**src/rtl/imem_responder.sv**
```systemverilog
`timescale 1ns/1ps
`default_nettype none
// ============================================================================
// Module   : imem_responder
// Brief    : Instruction-fetch responder assembling 32-bit words from two
//            16-bit memory reads, with a one-entry word buffer for repeats.
// Revision : 1.0 - initial release
// ============================================================================
module imem_responder #(
  parameter logic [31:0] BASE        = 32'h0001_0000,
  parameter int          DEPTH_WORDS = 16384,
  parameter int          MEM_AW      = 15,
  parameter int          TIMEOUT     = 255
) (
  input  logic              clk,
  input  logic              rst,
  input  logic [31:0]       iaddr,
  output logic [31:0]       idata,
  output logic              iready_n,
  output logic              ierr,
  output logic [MEM_AW-1:0] mem_addr,
  output logic              mem_re,
  input  logic [15:0]       mem_rdata,
  input  logic              mem_rvalid
);

  localparam int          TW        = (TIMEOUT < 1) ? 1 : $clog2(TIMEOUT + 1);
  localparam logic [29:0] BASE_WORD = BASE[31:2];
  localparam logic [29:0] DEPTH_W   = 30'(DEPTH_WORDS);
  localparam logic [TW-1:0] TIMEOUT_C = TW'(TIMEOUT);

  typedef enum logic [1:0] {
    S_IDLE    = 2'd0,
    S_WAIT_LO = 2'd1,
    S_WAIT_HI = 2'd2
  } state_t;

  state_t            state_q;
  logic [29:0]       req_word_q;
  logic [29:0]       buf_word_q;
  logic [31:0]       buf_data_q;
  logic              buf_valid_q;
  logic              buf_err_q;
  logic              abort_q;
  logic [15:0]       lo_q;
  logic [TW-1:0]     timer_q;
  logic              mem_re_q;
  logic [MEM_AW-1:0] mem_addr_q;

  logic [29:0] w_word;
  logic [29:0] w_off;
  logic [30:0] w_hw;
  logic        w_in_range;
  logic        w_hit;
  logic        w_redirect;
  logic        w_abort;
  logic        w_timeout;
  logic        w_unused_bits;

  assign w_word        = iaddr[31:2];
  assign w_off         = w_word - BASE_WORD;
  assign w_hw          = {w_off, 1'b0};
  assign w_in_range    = (iaddr >= BASE) && (w_off < DEPTH_W);
  assign w_hit         = buf_valid_q && (w_word == buf_word_q);
  assign w_redirect    = (w_word != req_word_q);
  // A redirect seen in the same cycle as mem_rvalid also discards the data.
  assign w_abort       = abort_q | w_redirect;
  assign w_timeout     = (timer_q == TIMEOUT_C);
  assign w_unused_bits = ^{iaddr[1:0], w_hw[30:MEM_AW]};

  assign mem_re   = mem_re_q;
  assign mem_addr = mem_addr_q;

  always_comb begin
    iready_n = 1'b1;
    idata    = 32'h0;
    ierr     = 1'b0;
    if (!rst && (state_q == S_IDLE)) begin
      if (w_hit) begin
        iready_n = 1'b0;
        idata    = buf_data_q;
        ierr     = buf_err_q;
      end else if (!w_in_range) begin
        iready_n = 1'b0;
        ierr     = 1'b1;
      end
    end
  end

  always_ff @(posedge clk) begin
    if (rst) begin
      state_q     <= S_IDLE;
      req_word_q  <= 30'h0;
      buf_word_q  <= 30'h0;
      buf_data_q  <= 32'h0;
      buf_valid_q <= 1'b0;
      buf_err_q   <= 1'b0;
      abort_q     <= 1'b0;
      lo_q        <= 16'h0;
      timer_q     <= '0;
      mem_re_q    <= 1'b0;
      mem_addr_q  <= '0;
    end else begin
      mem_re_q <= 1'b0;
      case (state_q)
        S_IDLE: begin
          if (!w_hit && w_in_range) begin
            req_word_q <= w_word;
            mem_re_q   <= 1'b1;
            mem_addr_q <= w_hw[MEM_AW-1:0];
            timer_q    <= '0;
            abort_q    <= 1'b0;
            state_q    <= S_WAIT_LO;
          end
        end
        S_WAIT_LO, S_WAIT_HI: begin
          if (w_redirect) abort_q <= 1'b1;
          if (mem_rvalid) begin
            if (w_abort) begin
              state_q <= S_IDLE;
            end else if (state_q == S_WAIT_LO) begin
              lo_q       <= mem_rdata;
              mem_re_q   <= 1'b1;
              // The low request left bit 0 clear, so setting it gives the high halfword.
              mem_addr_q <= {mem_addr_q[MEM_AW-1:1], 1'b1};
              timer_q    <= '0;
              state_q    <= S_WAIT_HI;
            end else begin
              buf_data_q  <= {mem_rdata, lo_q};
              buf_word_q  <= req_word_q;
              buf_valid_q <= 1'b1;
              buf_err_q   <= 1'b0;
              state_q     <= S_IDLE;
            end
          end else if (w_timeout) begin
            if (!w_abort) begin
              buf_valid_q <= 1'b1;
              buf_err_q   <= 1'b1;
              buf_data_q  <= 32'h0;
              buf_word_q  <= req_word_q;
            end
            state_q <= S_IDLE;
          end else begin
            timer_q <= timer_q + TW'(1);
          end
        end
        default: state_q <= S_IDLE;
      endcase
    end
  end

endmodule
`default_nettype wire

```
**config.mk**
```make
export PLATFORM = sky130hd
export DESIGN_NAME = imem_responder
export DESIGN_NICKNAME = d
export VERILOG_FILES = /design/src/rtl/imem_responder.sv
export SDC_FILE = /design/constraint.sdc
export NUM_CORES = 1
export LEC_CHECK = 0
export CORE_MARGIN = 3
export CORE_UTILIZATION = 48
export CTS_CLUSTER_DIAMETER = 120
export DETAILED_ROUTE_END_ITERATION = 16
export PLACE_DENSITY = 0.73
export SKIP_CTS_REPAIR_TIMING = 1
export SYNTH_ARGS = -nofsm -noshare
export SYNTH_HDL_FRONTEND = slang
export SYNTH_SLANG_ARGS = --single-unit
```
**constraint.sdc**
```tcl
create_clock -name clk -period 2.3 [get_ports clk]
set_input_delay 0.23 -clock clk [delete_from_list [all_inputs] [get_ports clk]]
set_output_delay 0.23 -clock clk [all_outputs]
set_load 0.03 [all_outputs]
```
-- Word level (Yosys, flattened, before mapping)
Cells that the tools add are included.
- add/sub/neg operators: 2
- $mul: 0
- div/mod/pow operators: 0
- order comparisons: 2
- eq/ne operators: 15
- shift-type cells: 0
- muxes and demuxes: 51
- bitwise operators: 3
- reductions and logical operators: 18
- operator list (operator ; count):
    two-way mux 32 bit ; 7
    two-way mux 30 bit ; 5
    two-way mux 8 bit ; 5
    >= comparator 32 x 17 -> 1 bit (second input constant) ; 1
    == test 30 bit ; 1
    less-than comparator 30 x 15 -> 1 bit (second input constant) ; 1
    != test 30 bit ; 1
    case mux 15 bit (2 select lines) ; 1
    subtractor 30 x 15 -> 30 bit (second input constant) ; 1
    two-way mux 1 bit ; 23
    case mux 8 bit (2 select lines) ; 1
    two-way mux 15 bit ; 1
    != test 3 bit (second input constant) ; 4
    two-way mux 2 bit ; 5
    != test 2 bit (second input constant) ; 5
    AND reduction 5 bit ; 2
    adder 8 x 1 -> 8 bit (second input constant) ; 1
    == test 8 bit (second input constant) ; 1
    AND reduction 4 bit ; 2
    AND reduction 3 bit ; 2
    logical AND 1 bit ; 4
    case mux 1 bit (2 select lines) ; 2
    case mux 2 bit (2 select lines) ; 1
    AND reduction 2 bit ; 2
    other kinds (9) ; 12
- flip-flop bits (word level): 137
- bits in latches: 0
- RAM bits: 0
- memory bits (read-only): 0
- input port bits: 51
- output and inout bits: 50
- word-level logic and storage cells: 103
- memories kept: 0

-- Logic depth before layout (Yosys ltp)
Gate-level depths: netlist of run 1.
- word-level depth: 6
- gate-level depth with buffers: 9
- gate-level depth less buffers: 7

-- Least setup slack after synthesis of run 1
OpenSTA, ideal clock, no wires.
- path type: reg2out
- start point: register buf_word_q[29]
- end point: output ierr
- arrival time: 2.088 ns
- required time: 2.070 ns
- path slack: -0.018 ns
- cell stages (with the launch flop): 7
- buffers on the path: 0
- cells stage by stage: dfxtp_1 -> xnor2_1 -> nand4_1 -> nor4_2 -> a211oi_1 -> or3_1 -> nor2_1
- longest elaborated chain between the ends: 4
- RTL lines (item ; RTL line ; text):
    start: declaration ; 40 ; logic [29:0] buf_word_q;
    start signal: assignment ; 130 ; buf_word_q <= req_word_q;
    start signal: assignment ; 140 ; buf_word_q <= req_word_q;
    == test 30 bit ; 64 ; assign w_hit = buf_valid_q && (w_word == buf_word_q);
    logical AND 1 bit ; 64 ;
    two-way mux 1 bit ; 79 ; if (w_hit) begin
    two-way mux 1 bit ; 78 ; if (!rst && (state_q == S_IDLE)) begin
    end: declaration ; 20 ; output logic ierr,
Every way passes these cells.

-- Final worst setup path of run 1
- start point: register buf_word_q[6]
- end point: output ierr
Same word-level chain as after synthesis.

==> results of run 1 <==
[path summary, 6_finish.rpt]
check / startpoint / endpoint / slack [ps]
setup / recovery: buf_word_q[6]$_SDFFE_PP0P_ / ierr / -390
hold / removal: iaddr[4] / mem_addr[3]$_SDFFE_PP0P_ / 200
hold reg to reg: buf_data_q[4]$_SDFFE_PP0P_ / buf_data_q[4]$_SDFFE_PP0P_ / 470
setup reg to reg: req_word_q[4]$_SDFFE_PP0P_ / buf_word_q[21]$_SDFFE_PP0P_ / -40
[power by group through the flow]
stage / clock network [µW] / logic (µW) / registers (µW)
5_1_grt: 2790 / 310 / 2370
2_1_floorplan: 0 / 97.3 / 2430
3_3_place_gp: 0 / 275 / 2430
6_report: 2660 / 293 / 2370
3_5_place_dp: 0 / 276 / 2430
4_1_cts: 2690 / 278 / 2370
[stage by stage]
step / hold WS [ps] / setup slack, ps / power, µW / instances
floorplan: 374 / 2.44 / 2520 / 677
global placement: 450 / -491 / 2700 / 958
detailed placement: 454 / -520 / 2700 / 958
CTS: 205 / -490 / 5340 / 990
global route: 204 / -453 / 5470 / 1001
finish: 201 / -391 / 5330 / 1001
[layout make-up]
| class | count | area [µm²] | share of cell area |
|---|---|---|---|
| Inverter | 11 | 41.3 | 0.00474 |
| Tap cell | 168 | 210 | 0.0241 |
| Timing Repair Buffer | 167 | 1760 | 0.202 |
| Clock buffer | 22 | 494 | 0.0567 |
| Sequential cell | 137 | 2750 | 0.315 |
| Clock inverter | 10 | 91.3 | 0.0105 |
| Multi-Input combinational cell | 486 | 3370 | 0.387 |
[logic make-up after synthesis]
logic type	count (synthesis)
AND/OR/NAND/NOR	280
flip-flops	137
AO/OA/AOI/OAI	76
multiplexers	63
XOR/XNOR	60
buffers and inverters	54
adder cells (fa/ha/maj)	7
[metal layers]
| metal | share of wire | global-route usage | vias up |
|---|---|---|---|
| met5 | 0 | 0 | - |
| met4 | 0.025 | 0.0934 | 0 |
| met3 | 0.047 | 0.0532 | 35 |
| met2 | 0.51 | 0.377 | 147 |
| met1 | 0.42 | 0.270 | 2598 |
| li1 | - | - | 2589 |
[worst reg2reg max path: stages (launching register included)]
cell and delay (ps):
dfxtp_2 330, xor2_1 170, nor4_2 350, nand4_1 270
buf_4 230, nor3_4 200, buf_6 170, clkbuf_16 170
mux2i_1 250, nor2_1 60
[cell usage in the layout (no fill, tap or decap), drive strengths merged, types with 3 or more instances in the layout]
master         synthesis  final
nand3                 58     58
nand4                 12     12
clkinv                 2      8
a21oi                 51     51
dfxtp                137    137
clkdlybuf4s50          0     50
nor4                  16     16
dlymetal6s2s           0     13
inv                    9     10
clkbuf                28     25
a32o                   3      3
o21ai                  6      6
buf                   15    101
nor2                  74     74
xor2                  30     30
ha                     7      7
a31o                   3      3
nand2b                48     48
a211oi                 3      3
xnor2                 30     30
nand2                 13     13
mux2i                 62     62
nor3                   6      6
and2                  48     48
[registers in the layout, summed over array words and instances (netlist names)]
register,cells
abort_q,1
buf_data_q,32
buf_err_q,1
buf_valid_q,1
buf_word_q,30
lo_q,16
mem_addr,15
mem_re,1
req_word_q,30
state_q,2
timer_q,8
==> results_dict.tcl, run 1 <==
set metrics [dict create \
    rows 40 \
    slew_viol_final 0 \
    hp-class "input port to register" \
    dieHeight_um 119 \
    ir_drop_mv 0.559 \
    p_int_uw 4140 \
    insertion_delay_ps 420 \
    rsz0062_at_grt "yes" \
    start_util 0.501 \
    fp.dieW_um 119 \
    ioPinCount 101 \
    synthTopCellsByArea "dfxtp_1 (45%), mux2i_1 (10%), and2_1 (4.9%), nand2b_1 (4.9%), nand3_1 (4.7%)" \
    drtIter0Drc 438 \
    htreeDepth 4 \
    dr.pass1.iters 5 \
    syn_avg_cell_area_um2 9.07 \
    crit_required_ps 2070 \
    status "complete, but fails checks" \
    synthFlopType "dfxtp_1" \
    maxCapViolations 0 \
    period_minus_slack_ps 2690 \
    share_seq_of_total_power 0.446 \
    syn_area_um2 6140 \
    yosysMostFrequentCell "dfxtp_1" \
    synth_nets 735 \
    rr_worst_depth 9 \
    drive_gt1_frac 0.223 \
    via_per_inst 5.36 \
    hold_viol 0 \
    p_per_area_nw_per_um2 611 \
    p_comb_frac 0.055 \
    overflow 0 \
    synth_common_cells "dfxtp_1 (137), nor2_1 (74), mux2i_1 (62)" \
    final.fill_count 919 \
    critPathTopFamily "simple AND/OR/NAND/NOR gates" \
    muxShareOfSynthArea 0.103 \
    worstMarginPinSlew_ps 435 \
    hold_path_depth 3 \
    cts_root_buf "clkbuf_16" \
    cts_tree "built" \
    grt.total_usage 0.223 \
    fp.dieArea_um2 14200 \
    start_kind "register" \
    finalSetupTns_ps -11830 \
    grt_pass1_wl_um 25500 \
    final-setup-viol-count 36 \
    violations "negative setup slack" \
    num_antenna_cells 0 \
    clock_power_share 0.499 \
    synth-warning-count 0 \
    synth_compound_area_frac 0.0723 \
    synthCells 677 \
    finish.utilization 0.711 \
    path_class "register to primary output" \
    hpwlAfterDp_um 11000 \
    synthArstFlopShare 0 \
    wl_um 16600 \
    fmax_mhz 372 \
    ant_nets 0 \
    p_leak_uw 0.00345 \
    synth_top_family_by_area "simple AND/OR/NAND/NOR gates" \
    fin_nets 878 \
    syn_to_final_growth_pct 41.9 \
    vias 5369 \
    synth-xor-area-share 0.0856 \
    max_stage_delay_ps 410 \
    synth-edff-count 0 \
    drc 0 \
    setup_ws_ps -391 \
    clock_sinks 137 \
    cts_buffers 17 \
    crit_path_end_kind "primary output" \
    path_max_fanout 3 \
    seq_area_frac_synth 0.447 \
    finalInstanceArea_um2 8710 \
    ctsLongestPathBuffers 2 \
    fin_skew_ps 7.52 \
    grt_pass1_vias 5214 \
    critPathBufInv 3 \
    synth_largest_area_cell "dfxtp_1" \
    placed_area_um2 7640 \
    cts.clk_slew.worst_paths_ps 60 \
    synth-seq-cells 137 \
    yosys.area.top_type_share 0.447 \
    grt_start_max_net_pins 43 \
    coreArea_um2 12300 \
    synthAdderAreaFrac 0.0143 \
    wire_per_inst_um 16.5 \
    finalCritPeriodShare 1.17 \
    yosys.cell_types.count 38 \
    antenna_found_initial 0 \
    p_sw_frac 0.222 \
    path_depth 9 \
    yosys.area_share.simple 0.241 \
    p_sw_uw 1180 \
    gp_congestion 0.864 \
    cp_slowest_cell "or3_4" \
    arrival_ps 2460 \
    relSlewSlack 0.710 \
    numPortBuffers 98 \
    crit_chain "xnor2_1 -> nand4_1 -> nor4_2 -> buf_4 -> buf_12 -> a211oi_4 -> or3_4 -> nor2_4 -> buf_6" \
]
Note: power is estimated with default switching activity, not from simulation.
==> run 2, diff against run 1 <==
--- a/config.mk
+++ b/config.mk
@@ -6,10 +6,12 @@
 export NUM_CORES = 1
 export LEC_CHECK = 0
 export CORE_MARGIN = 3
-export CORE_UTILIZATION = 48
+export CORE_UTILIZATION = 35
+export CTS_BUF_LIST = sky130_fd_sc_hd__clkbuf_4 sky130_fd_sc_hd__clkbuf_8
 export CTS_CLUSTER_DIAMETER = 120
 export DETAILED_ROUTE_END_ITERATION = 16
-export PLACE_DENSITY = 0.73
+export MAX_ROUTING_LAYER = met4
+export PLACE_DENSITY = 0.55
 export SKIP_CTS_REPAIR_TIMING = 1
 export SYNTH_ARGS = -nofsm -noshare
 export SYNTH_HDL_FRONTEND = slang
==> run 2 against run 1 <==
Clock skew is 0.67 ps higher. Largest cell class unchanged. Final cell count is 5.1% higher. Routed wire length increased by 0.36%. Clock power down 21%. Largest power group is now registers. Sequential share of layout area rose by 0.74 points. The flow still finishes with violations (negative setup slack). Via count is 3.4% lower. Sequential power barely moved. Utilization fell by 20 points. Worst hold slack got worse by 27 ps.
==> results_dict.tcl, run 2 (synthesis results as in run 1) <==
set metrics [dict create \
    cts_root_buf "clkbuf_8" \
    dp.cells 1011 \
    critPathTopFamily "simple AND/OR/NAND/NOR gates" \
    crit_path_end_kind "primary output" \
    wl_um 16600 \
    worstMarginPinSlew_ps 578 \
    p_per_area_nw_per_um2 556 \
    grt_pass1_vias 5145 \
    fin_nets 877 \
    fin_skew_ps 8.19 \
    crit_required_ps 2070 \
    top_regs "buf_data_q x32, buf_word_q x30, req_word_q x30" \
    htreeDepth 4 \
    status "complete, but fails checks" \
    rows 47 \
    start_util 0.364 \
    wire_per_inst_um 15.8 \
    crit_top_cell "buf_6" \
    grt_start_max_net_pins 57 \
    path_max_fanout 4 \
    drtIter0Drc 212 \
    maxCapViolations 0 \
    max_stage_delay_ps 360 \
    dieHeight_um 138 \
    ioPinCount 101 \
    crit_chain "xnor2_2 -> nand4_1 -> nor4_2 -> buf_4 -> a211oi_4 -> buf_6 -> or3_4 -> nor2_4 -> buf_6" \
    numPortBuffers 98 \
    cts.clk_slew.worst_paths_ps 70 \
    drc 0 \
    power_uw 4750 \
    start_kind "register" \
    seq_area_um2 2760 \
    vias 5188 \
    clock_sinks 137 \
    syn_to_final_growth_pct 39.1 \
    regMostFlops "buf_data_q" \
    fmax_mhz 379 \
    dp_slack_ps -575 \
    relSlewSlack 0.615 \
    path_class "register to primary output" \
    layout_common_cells "dfxtp_1 (126), nor2_1 (72), mux2i_1 (61)" \
    slew_viol_final 0 \
    setup_ws_ps -338 \
    cts_buffers 17 \
    hp-class "input port to register" \
    finalCritPeriodShare 1.15 \
    instances_no_fill 1052 \
    final-setup-viol-count 34 \
    via_per_inst 4.93 \
    fp.dieArea_um2 19200 \
    finish.utilization 0.506 \
    num_antenna_cells 0 \
    violations "negative setup slack" \
    dr.pass1.iters 4 \
    grt.total_usage 0.171 \
    largest_reg_flops 32 \
    coreArea_um2 16900 \
    cp_slowest_cell "or3_4" \
    hold_viol 0 \
    final_common_cell "dfxtp_1" \
    antenna_found_initial 0 \
    critPathBufInv 3 \
    overflow 0 \
    insertion_delay_ps 460 \
    grt_pass1_wl_um 26200 \
    gp_congestion 0.809 \
    fp.dieW_um 138 \
    drive_gt1_frac 0.209 \
    rsz0062_at_grt "yes" \
    multi_input_area_um2 3310 \
    ant_nets 0 \
    ctsLongestPathBuffers 2 \
    final.fill_count 1612 \
    arrival_ps 2410 \
    p_leak_uw 0.00332 \
    cts_tree "built" \
    period_minus_slack_ps 2640 \
    ir_drop_mv 0.364 \
    hpwlAfterDp_um 11500 \
]
==> run 2: cell types whose count changed in the layout (fill, tap and decap cells not counted), moves of 3 or more <==
| cell | before | now |
|---|---|---|
| clkdlybuf4s50_1 | 50 | 53 |
| buf_6 | 34 | 38 |
| clkbuf_16 | 20 | 3 |
| buf_4 | 56 | 53 |
| clkbuf_4 | 0 | 3 |
| and2_4 | 15 | 3 |
| clkbuf_8 | 5 | 18 |
| and2_1 | 32 | 45 |
| dlymetal6s2s_1 | 13 | 10 |
| dfxtp_2 | 4 | 11 |
| dfxtp_1 | 133 | 126 |
==> run 2: metrics by stage <==
step / hold slack (ps) / setup TNS [ps] / area [µm²]
final: 174 / -10080 / 8540
after global routing: 166 / -16310 / 8540
after CTS: 145 / -18440 / 8110
after detailed placement: 457 / -65200 / 7700
after global placement: 451 / -64330 / 7700
after floorplan: 374 / 0 / 6140
==> run 2: worst paths after layout <==
kind	start	endpoint	slack, ps	depth (start not counted)
max	buf_word_q[24]$_SDFFE_PP0P_	ierr	-340	9
min reg2reg	lo_q[6]$_SDFFE_PP0P_	buf_data_q[6]$_SDFFE_PP0P_	460	2
min	rst	buf_word_q[7]$_SDFFE_PP0P_	170	2
max reg2reg	req_word_q[8]$_SDFFE_PP0P_	lo_q[9]$_SDFFE_PP0P_	50	8
==> run 2: layout make-up <==
class                           instances  area share
Clock buffer                           21      0.0316
Sequential cell                       137       0.323
Multi-Input combinational cell        486       0.388
Tap cell                              220      0.0322
Inverter                               11     0.00484
Clock inverter                         11      0.0171
Timing Repair Buffer                  166       0.203
==> run 2: layer usage <==
layer  GRT usage  vias to the layer above  routed length, µm
met3      0.0349                       20                505
met1       0.212                     2487               7800
met5           -                        -                  0
li1            -                     2586                  -
met4      0.0489                        0                210
met2       0.285                       95               8110
==> run 2: power by group <==
part | switching (µW) | internal (µW)
clock network | 954 | 1140
registers | 0.0474 | 2370
logic | 152 | 137
==> run 2: worst reg2reg max path, cell delays in order, from the launching register on <==
cell and delay (ps):
dfxtp_1 330, xor2_1 170, nor4_1 320, nand4_1 180, buf_4 190, or4_4 530
clkbuf_16 200, mux2i_1 150, nor2_1 50
